[src/rtl/operand_scoreboard_pkg.sv]
// Shared widths, constants and latency classes for the operand scoreboard.
package operand_scoreboard_pkg;

  // Default datapath and register-address widths.
  localparam int unsigned RegBus     = 32;
  localparam int unsigned RegAddrBus = 5;

  localparam logic [RegBus-1:0]     ZeroWord   = '0;
  localparam logic [RegAddrBus-1:0] NopRegAddr = '0;

  // Cycles from issue until a result reaches a forwarding bus.
  localparam int unsigned LatAlu  = 0;
  localparam int unsigned LatLoad = 1;
  localparam int unsigned LatMul  = 3;

endpackage

[src/rtl/operand_fwd_mux.sv]
// Single-port operand resolution: reset, immediate, r0, forwarding buses, regfile.
module operand_fwd_mux
  import operand_scoreboard_pkg::*;
#(
  parameter int unsigned DATA_W     = RegBus,
  parameter int unsigned REG_ADDR_W = RegAddrBus,
  parameter int unsigned NUM_FWD    = 2
) (
  input  logic                          rst_i,
  input  logic                          rd_en_i,
  input  logic [REG_ADDR_W-1:0]         rd_addr_i,
  input  logic [DATA_W-1:0]             rf_data_i,
  input  logic [DATA_W-1:0]             imm_i,
  input  logic [NUM_FWD-1:0]            fwd_wreg_i,
  input  logic [NUM_FWD*REG_ADDR_W-1:0] fwd_wd_i,
  input  logic [NUM_FWD*DATA_W-1:0]     fwd_wdata_i,
  output logic [DATA_W-1:0]             operand_o
);

  logic hit;

  // Lowest-index matching bus wins; reset, immediate and r0 override everything.
  always_comb begin
    operand_o = rf_data_i;
    hit       = 1'b0;
    for (int f = 0; f < int'(NUM_FWD); f++) begin
      if (!hit && fwd_wreg_i[f] && (fwd_wd_i[f*REG_ADDR_W +: REG_ADDR_W] == rd_addr_i)) begin
        operand_o = fwd_wdata_i[f*DATA_W +: DATA_W];
        hit       = 1'b1;
      end
    end
    if (rst_i) begin
      operand_o = DATA_W'(ZeroWord);
    end else if (!rd_en_i) begin
      operand_o = imm_i;
    end else if (rd_addr_i == REG_ADDR_W'(NopRegAddr)) begin
      operand_o = DATA_W'(ZeroWord);
    end
  end

endmodule

[src/rtl/operand_scoreboard.sv]
// Decode-stage operand resolution with a per-register latency scoreboard.
// Optional: define OPERAND_SCOREBOARD_STALL_CNT_EN to add a saturating stall-cycle counter.
module operand_scoreboard
  import operand_scoreboard_pkg::*;
#(
  parameter int unsigned DATA_W     = RegBus,
  parameter int unsigned REG_ADDR_W = RegAddrBus,
  parameter int unsigned NUM_RD     = 2,
  parameter int unsigned NUM_FWD    = 2,
  parameter int unsigned LAT_W      = 3
) (
  input  logic                          clk,
  input  logic                          rst,
  input  logic [NUM_RD-1:0]             rd_en_i,
  input  logic [NUM_RD*REG_ADDR_W-1:0]  rd_addr_i,
  input  logic [NUM_RD*DATA_W-1:0]      rf_data_i,
  input  logic [DATA_W-1:0]             imm_i,
  input  logic [NUM_FWD-1:0]            fwd_wreg_i,
  input  logic [NUM_FWD*REG_ADDR_W-1:0] fwd_wd_i,
  input  logic [NUM_FWD*DATA_W-1:0]     fwd_wdata_i,
  input  logic                          issue_valid_i,
  input  logic                          issue_wreg_i,
  input  logic [REG_ADDR_W-1:0]         issue_wd_i,
  input  logic [LAT_W-1:0]              issue_lat_i,
  output logic [NUM_RD*DATA_W-1:0]      operand_o,
`ifdef OPERAND_SCOREBOARD_STALL_CNT_EN
  output logic [31:0]                   stall_cycles_o,
`endif
  output logic                          stall_req_o,
  output logic                          issue_ack_o
);

  localparam int unsigned NumRegs = 2 ** REG_ADDR_W;

  logic [LAT_W-1:0]  cnt_q [NumRegs];
  logic [LAT_W-1:0]  cnt_d [NumRegs];
  logic [NUM_RD-1:0] blocked;

  for (genvar p = 0; p < int'(NUM_RD); p++) begin : g_port
    operand_fwd_mux #(
      .DATA_W     (DATA_W),
      .REG_ADDR_W (REG_ADDR_W),
      .NUM_FWD    (NUM_FWD)
    ) u_fwd_mux (
      .rst_i       (rst),
      .rd_en_i     (rd_en_i[p]),
      .rd_addr_i   (rd_addr_i[p*REG_ADDR_W +: REG_ADDR_W]),
      .rf_data_i   (rf_data_i[p*DATA_W +: DATA_W]),
      .imm_i       (imm_i),
      .fwd_wreg_i  (fwd_wreg_i),
      .fwd_wd_i    (fwd_wd_i),
      .fwd_wdata_i (fwd_wdata_i),
      .operand_o   (operand_o[p*DATA_W +: DATA_W])
    );
  end

  // A port is blocked when it reads a nonzero register whose producer is still in flight.
  // Only cnt_q feeds this, so issue_* has no combinational path to the stall.
  always_comb begin
    blocked = '0;
    for (int p = 0; p < int'(NUM_RD); p++) begin
      blocked[p] = rd_en_i[p]
                && (rd_addr_i[p*REG_ADDR_W +: REG_ADDR_W] != REG_ADDR_W'(NopRegAddr))
                && (cnt_q[rd_addr_i[p*REG_ADDR_W +: REG_ADDR_W]] != '0);
    end
    stall_req_o = !rst && (|blocked);
    issue_ack_o = issue_valid_i && !stall_req_o;
  end

  // Decrement every pending counter; an accepted writer reloads its destination (youngest wins).
  always_comb begin
    for (int r = 0; r < int'(NumRegs); r++) begin
      cnt_d[r] = (cnt_q[r] != '0) ? cnt_q[r] - LAT_W'(1) : cnt_q[r];
    end
    if (issue_ack_o && issue_wreg_i && (issue_wd_i != REG_ADDR_W'(NopRegAddr))) begin
      cnt_d[issue_wd_i] = issue_lat_i;
    end
  end

  // Scoreboard state; reset clears all pending producers at once.
  always_ff @(posedge clk or posedge rst) begin
    if (rst) begin
      for (int r = 0; r < int'(NumRegs); r++) begin
        cnt_q[r] <= '0;
      end
    end else begin
      for (int r = 0; r < int'(NumRegs); r++) begin
        cnt_q[r] <= cnt_d[r];
      end
    end
  end

`ifdef OPERAND_SCOREBOARD_STALL_CNT_EN
  logic [31:0] stall_cnt_q;

  // Saturating count of stalled cycles.
  always_ff @(posedge clk or posedge rst) begin
    if (rst) begin
      stall_cnt_q <= '0;
    end else if (stall_req_o && (stall_cnt_q != 32'hFFFF_FFFF)) begin
      stall_cnt_q <= stall_cnt_q + 32'd1;
    end
  end

  assign stall_cycles_o = stall_cnt_q;
`endif

endmodule

[config.mk]
export PLATFORM = sky130hd
export DESIGN_NAME = operand_scoreboard
export DESIGN_NICKNAME = d
export VERILOG_FILES = /design/src/rtl/operand_scoreboard_pkg.sv /design/src/rtl/operand_fwd_mux.sv /design/src/rtl/operand_scoreboard.sv
export SDC_FILE = /design/constraint.sdc
export NUM_CORES = 1
export LEC_CHECK = 0
export ABC_CLOCK_PERIOD_IN_PS = 4570
export BUFFER_PORTS_ARGS = -buffer_cell sky130_fd_sc_hd__clkbuf_2
export CORE_MARGIN = 8
export CORE_UTILIZATION = 45
export CTS_BUF_LIST = sky130_fd_sc_hd__clkbuf_8
export DETAILED_ROUTE_END_ITERATION = 16
export PLACE_DENSITY = 0.73
export SLEW_MARGIN = 5
export SYNTH_ARGS = -nofsm -noshare
export SYNTH_HDL_FRONTEND = slang
export SYNTH_HIERARCHICAL = 1
export SYNTH_SLANG_ARGS = --single-unit
export TNS_END_PERCENT = 30
[constraint.sdc]
create_clock -name clk -period 4.57 [get_ports clk]
set_clock_uncertainty 0.05 [all_clocks]
set_input_delay 0.457 -clock clk [delete_from_list [all_inputs] [get_ports clk]]
set_output_delay 0.457 -clock clk [all_outputs]
set_load 0.005 [all_outputs]
==> impl_metrics.ini <==
[power_and_ir_drop]
power_switching_share_pct = 38.8
sequentialPowerShare_pct = 30.9
part_of_the_power_in_combinational_logic_pct = 55.1
leakage_uw = 0.00538
p_sw_uw = 1780
p_clk_share_pct = 14.0
worst_ir_drop_vdd_mv = 0.264
design_power_total_uw = 4600
power_density_nw_per_um2 = 405
p_int_uw = 2820

[yosys]
synth.net_count = 1336
synth-edff-count = 0
yosysWarningCount = 6
dominantRegCellSynth = sky130_fd_sc_hd__dfrtp_1
synth_cells = 1044
ys_top_cells_by_area = sky130_fd_sc_hd__dfrtp_1, sky130_fd_sc_hd__ha_1, sky130_fd_sc_hd__mux2i_1, sky130_fd_sc_hd__o211ai_2, sky130_fd_sc_hd__mux2_2
syn_area_um2 = 9790
synth_top_area_cell = sky130_fd_sc_hd__dfrtp_1
yosys.area.top_type_share_pct = 24.5
synth_sequential_area_ratio_pct = 24.5
synth.ff_latch_count = 96
synth_cell_types = 57
postSynth.asyncResetShare_pct = 100
synth_area_per_cell_um2 = 9.38

[layout]
areaGrowthSynthToFinish_pct = 16.0
fillers = 2022
largest_register_by_flop_count = cnt_q
top_registers = cnt_q x96
multiInputGateArea_um2 = 6490
final_core_util_pct = 52.6
stdcell_area_um2 = 11400
ff_latch_area_um2 = 2400
layout.nets = 1557
drive_above_1_share_pct = 34.9
largest_register_ff_count = 96

[clock_tree]
clk_pin_slew_worst_paths_ps = 100
post_cts_gate_resize_count = 0
tritoncts.num_buffers = 9
tritoncts = built
worstSkewPairLatency_ps = 400
cts.htree.levels = 3
clock_tree.root_cell = sky130_fd_sc_hd__clkbuf_8
cts_hold_repair.buffers = 0
clkSinkCount = 96
cts-root-to-sink-buffers = 2
post-cts-setup-buffers = 0

[global_route]
globalRoute.totalOverflow = 0
antenna_found_initial = 6
grt_use_total_pct = 22.9
grt_start_max_net_pins = 53
first_global_vias = 8948
grt_first_pass_wirelength_um = 48300

[drt]
drt.antenna.violating_nets = 0
route.vias.total = 8750
met1Wirelength_um = 12400
routedWlPerCell_um = 20.4
drt_drc_violations_left = 0
highest-signal-layer = met4
vias_per_cell = 5.62
dr.first_iter.drc_count = 732
drt_pre_antenna_iters = 7
met3_wirelength_um = 2510
route.final.wire_length_um = 31800
met2_wirelength_um = 15700

[sta]
maxSlewHeadroom_pct = 27.1
maxSlewViolCount = 0
finalHoldViolCount = 0
fin_crit_ps = 3660
worst_pin_slew_ps = 1090
fin_tns_setup_ps = 0
timing.final.setup_violations = 0
worst_slack_ps = 912
fmax_mhz = 273
grt_setup_unrepaired = false
final_critical_path_share_of_the_clock_period_pct = 80.0

[setup_path]
cp.required_ps = 4800
worst-setup-path-type = reg2reg
worstPathMaxFanout = 19
cp_data_arrival_time_ps = 3890
cp-end-kind = flop
crit_path_start_kind = flop

[floorplanning]
die_width_um = 164
chipHeight_um = 164
floorplan.rows = 54
die-area_um2 = 26700
floorplan.io_pins = 262
initial_core_utilization_pct = 45.3
core_area_um2 = 21600

[status]
result_of_the_run = finished clean

[placement]
pre_cts_ws_ps = 896
place_hpwl_um = 24700
gp_routability_congestion = 0.932
numPortBuffers = 261
detailed_place.area_um2 = 11100

[job]
maxCapViolCount = 0

[min_path]
worstHoldPathType = in2async
[power groups by stage]
stage / Sequential (uW) / Combinational (uW) / Clock [uW]
floorplan: 1380 / 1950 / 0
global placement: 1420 / 2380 / 0
detailed placement: 1440 / 2520 / 0
CTS: 1420 / 2540 / 655
global route: 1460 / 2830 / 691
finish: 1420 / 2540 / 642
[synth_stat cells (10+ instances only)]
| cell | number |
|---|---|
| sky130_fd_sc_hd__nor3_1 | 16 |
| sky130_fd_sc_hd__nand3_1 | 87 |
| sky130_fd_sc_hd__nand2_1 | 86 |
| sky130_fd_sc_hd__nor4_1 | 19 |
| sky130_fd_sc_hd__o21ai_0 | 19 |
| sky130_fd_sc_hd__buf_2 | 16 |
| sky130_fd_sc_hd__buf_6 | 10 |
| sky130_fd_sc_hd__mux2i_1 | 85 |
| sky130_fd_sc_hd__o211ai_2 | 60 |
| sky130_fd_sc_hd__mux2_1 | 21 |
| sky130_fd_sc_hd__clkbuf_1 | 30 |
| sky130_fd_sc_hd__xnor2_1 | 36 |
| sky130_fd_sc_hd__mux2_2 | 54 |
| sky130_fd_sc_hd__mux2_4 | 18 |
| sky130_fd_sc_hd__ha_1 | 96 |
| sky130_fd_sc_hd__dfrtp_1 | 96 |
| sky130_fd_sc_hd__a21oi_1 | 16 |
| sky130_fd_sc_hd__inv_1 | 132 |
| sky130_fd_sc_hd__xor2_1 | 16 |
| sky130_fd_sc_hd__nor2_1 | 24 |
[kinds of logic (layout without fill, tap and decap cells)]
kind of cell	after synthesis	after routing	share of synthesized area, %
AOI/OAI and AO/OA	137	137	12.8
other	0	6	0
and+or+nand+nor	288	288	15.8
xor gates and xnor gates	52	52	4.65
DFF	96	96	24.5
buffers and inverters	195	421	9.44
adders and majority gates	96	96	12.3
muxes	180	180	20.5
[area by class of cell]
class | count | area share [%]
Antenna cell | 6 | 0.132
Tap cell | 280 | 3.08
Timing Repair Buffer | 272 | 12.2
Sequential cell | 96 | 21.1
Inverter | 133 | 4.41
Multi-Input combinational cell | 753 | 57.1
Clock inverter | 6 | 0.727
Clock buffer | 10 | 1.21
[metrics by stage]
stage                     hold slack [ps]  instances
after floorplan                       439       1044
after global placement                488       1534
after detailed placement              482       1534
after CTS                             254       1550
after global routing                  304       1556
final                                 226       1556
[worst max-delay path: stages (launching register included)]
cell and delay, ps:
sky130_fd_sc_hd__dfrtp_1 400, sky130_fd_sc_hd__or3_1 430, sky130_fd_sc_hd__mux4_2 490, sky130_fd_sc_hd__a221oi_1 300
sky130_fd_sc_hd__a311oi_1 100, sky130_fd_sc_hd__a31oi_1 200, sky130_fd_sc_hd__o41a_1 200, sky130_fd_sc_hd__buf_4 220
sky130_fd_sc_hd__inv_2 210, sky130_fd_sc_hd__or4_4 620, sky130_fd_sc_hd__mux2_4 310
[layer usage]
layer	global-route usage [%]	vias up
met5	0	-
met4	12.4	0
met3	4.84	69
met2	38.5	337
met1	27.0	4238
li1	-	4106
[worst paths after layout]
kind | startpoint | to | slack (ps) | depth (start not counted)
min in group clk | cnt_q[93]$_DFF_PP0_ | cnt_q[93]$_DFF_PP0_ | 500 | 1
worst max-delay path | cnt_q[50]$_DFF_PP0_ | cnt_q[5]$_DFF_PP0_ | 910 | 10
max in group asynchronous | rst | cnt_q[0]$_DFF_PP0_ | 3160 | 3
worst max register to register | cnt_q[50]$_DFF_PP0_ | cnt_q[5]$_DFF_PP0_ | 910 | 10
worst min-delay path | rst | cnt_q[46]$_DFF_PP0_ | 230 | 2
worst min register to register | cnt_q[93]$_DFF_PP0_ | cnt_q[93]$_DFF_PP0_ | 500 | 1
[placed cells by master (no fill, tap or decap), drive strengths merged, types with 16 or more instances in the layout]
master and count:
clkbuf 271, inv 133, ha 96, dfrtp 96, mux2 93, nand3 87, nand2 86, mux2i 85
o211ai 66, xnor2 36, nor2 24, nor4 22, o21ai 19, nor3 16, a21oi 16, xor2 16
Power figures use the tool's default switching activity.
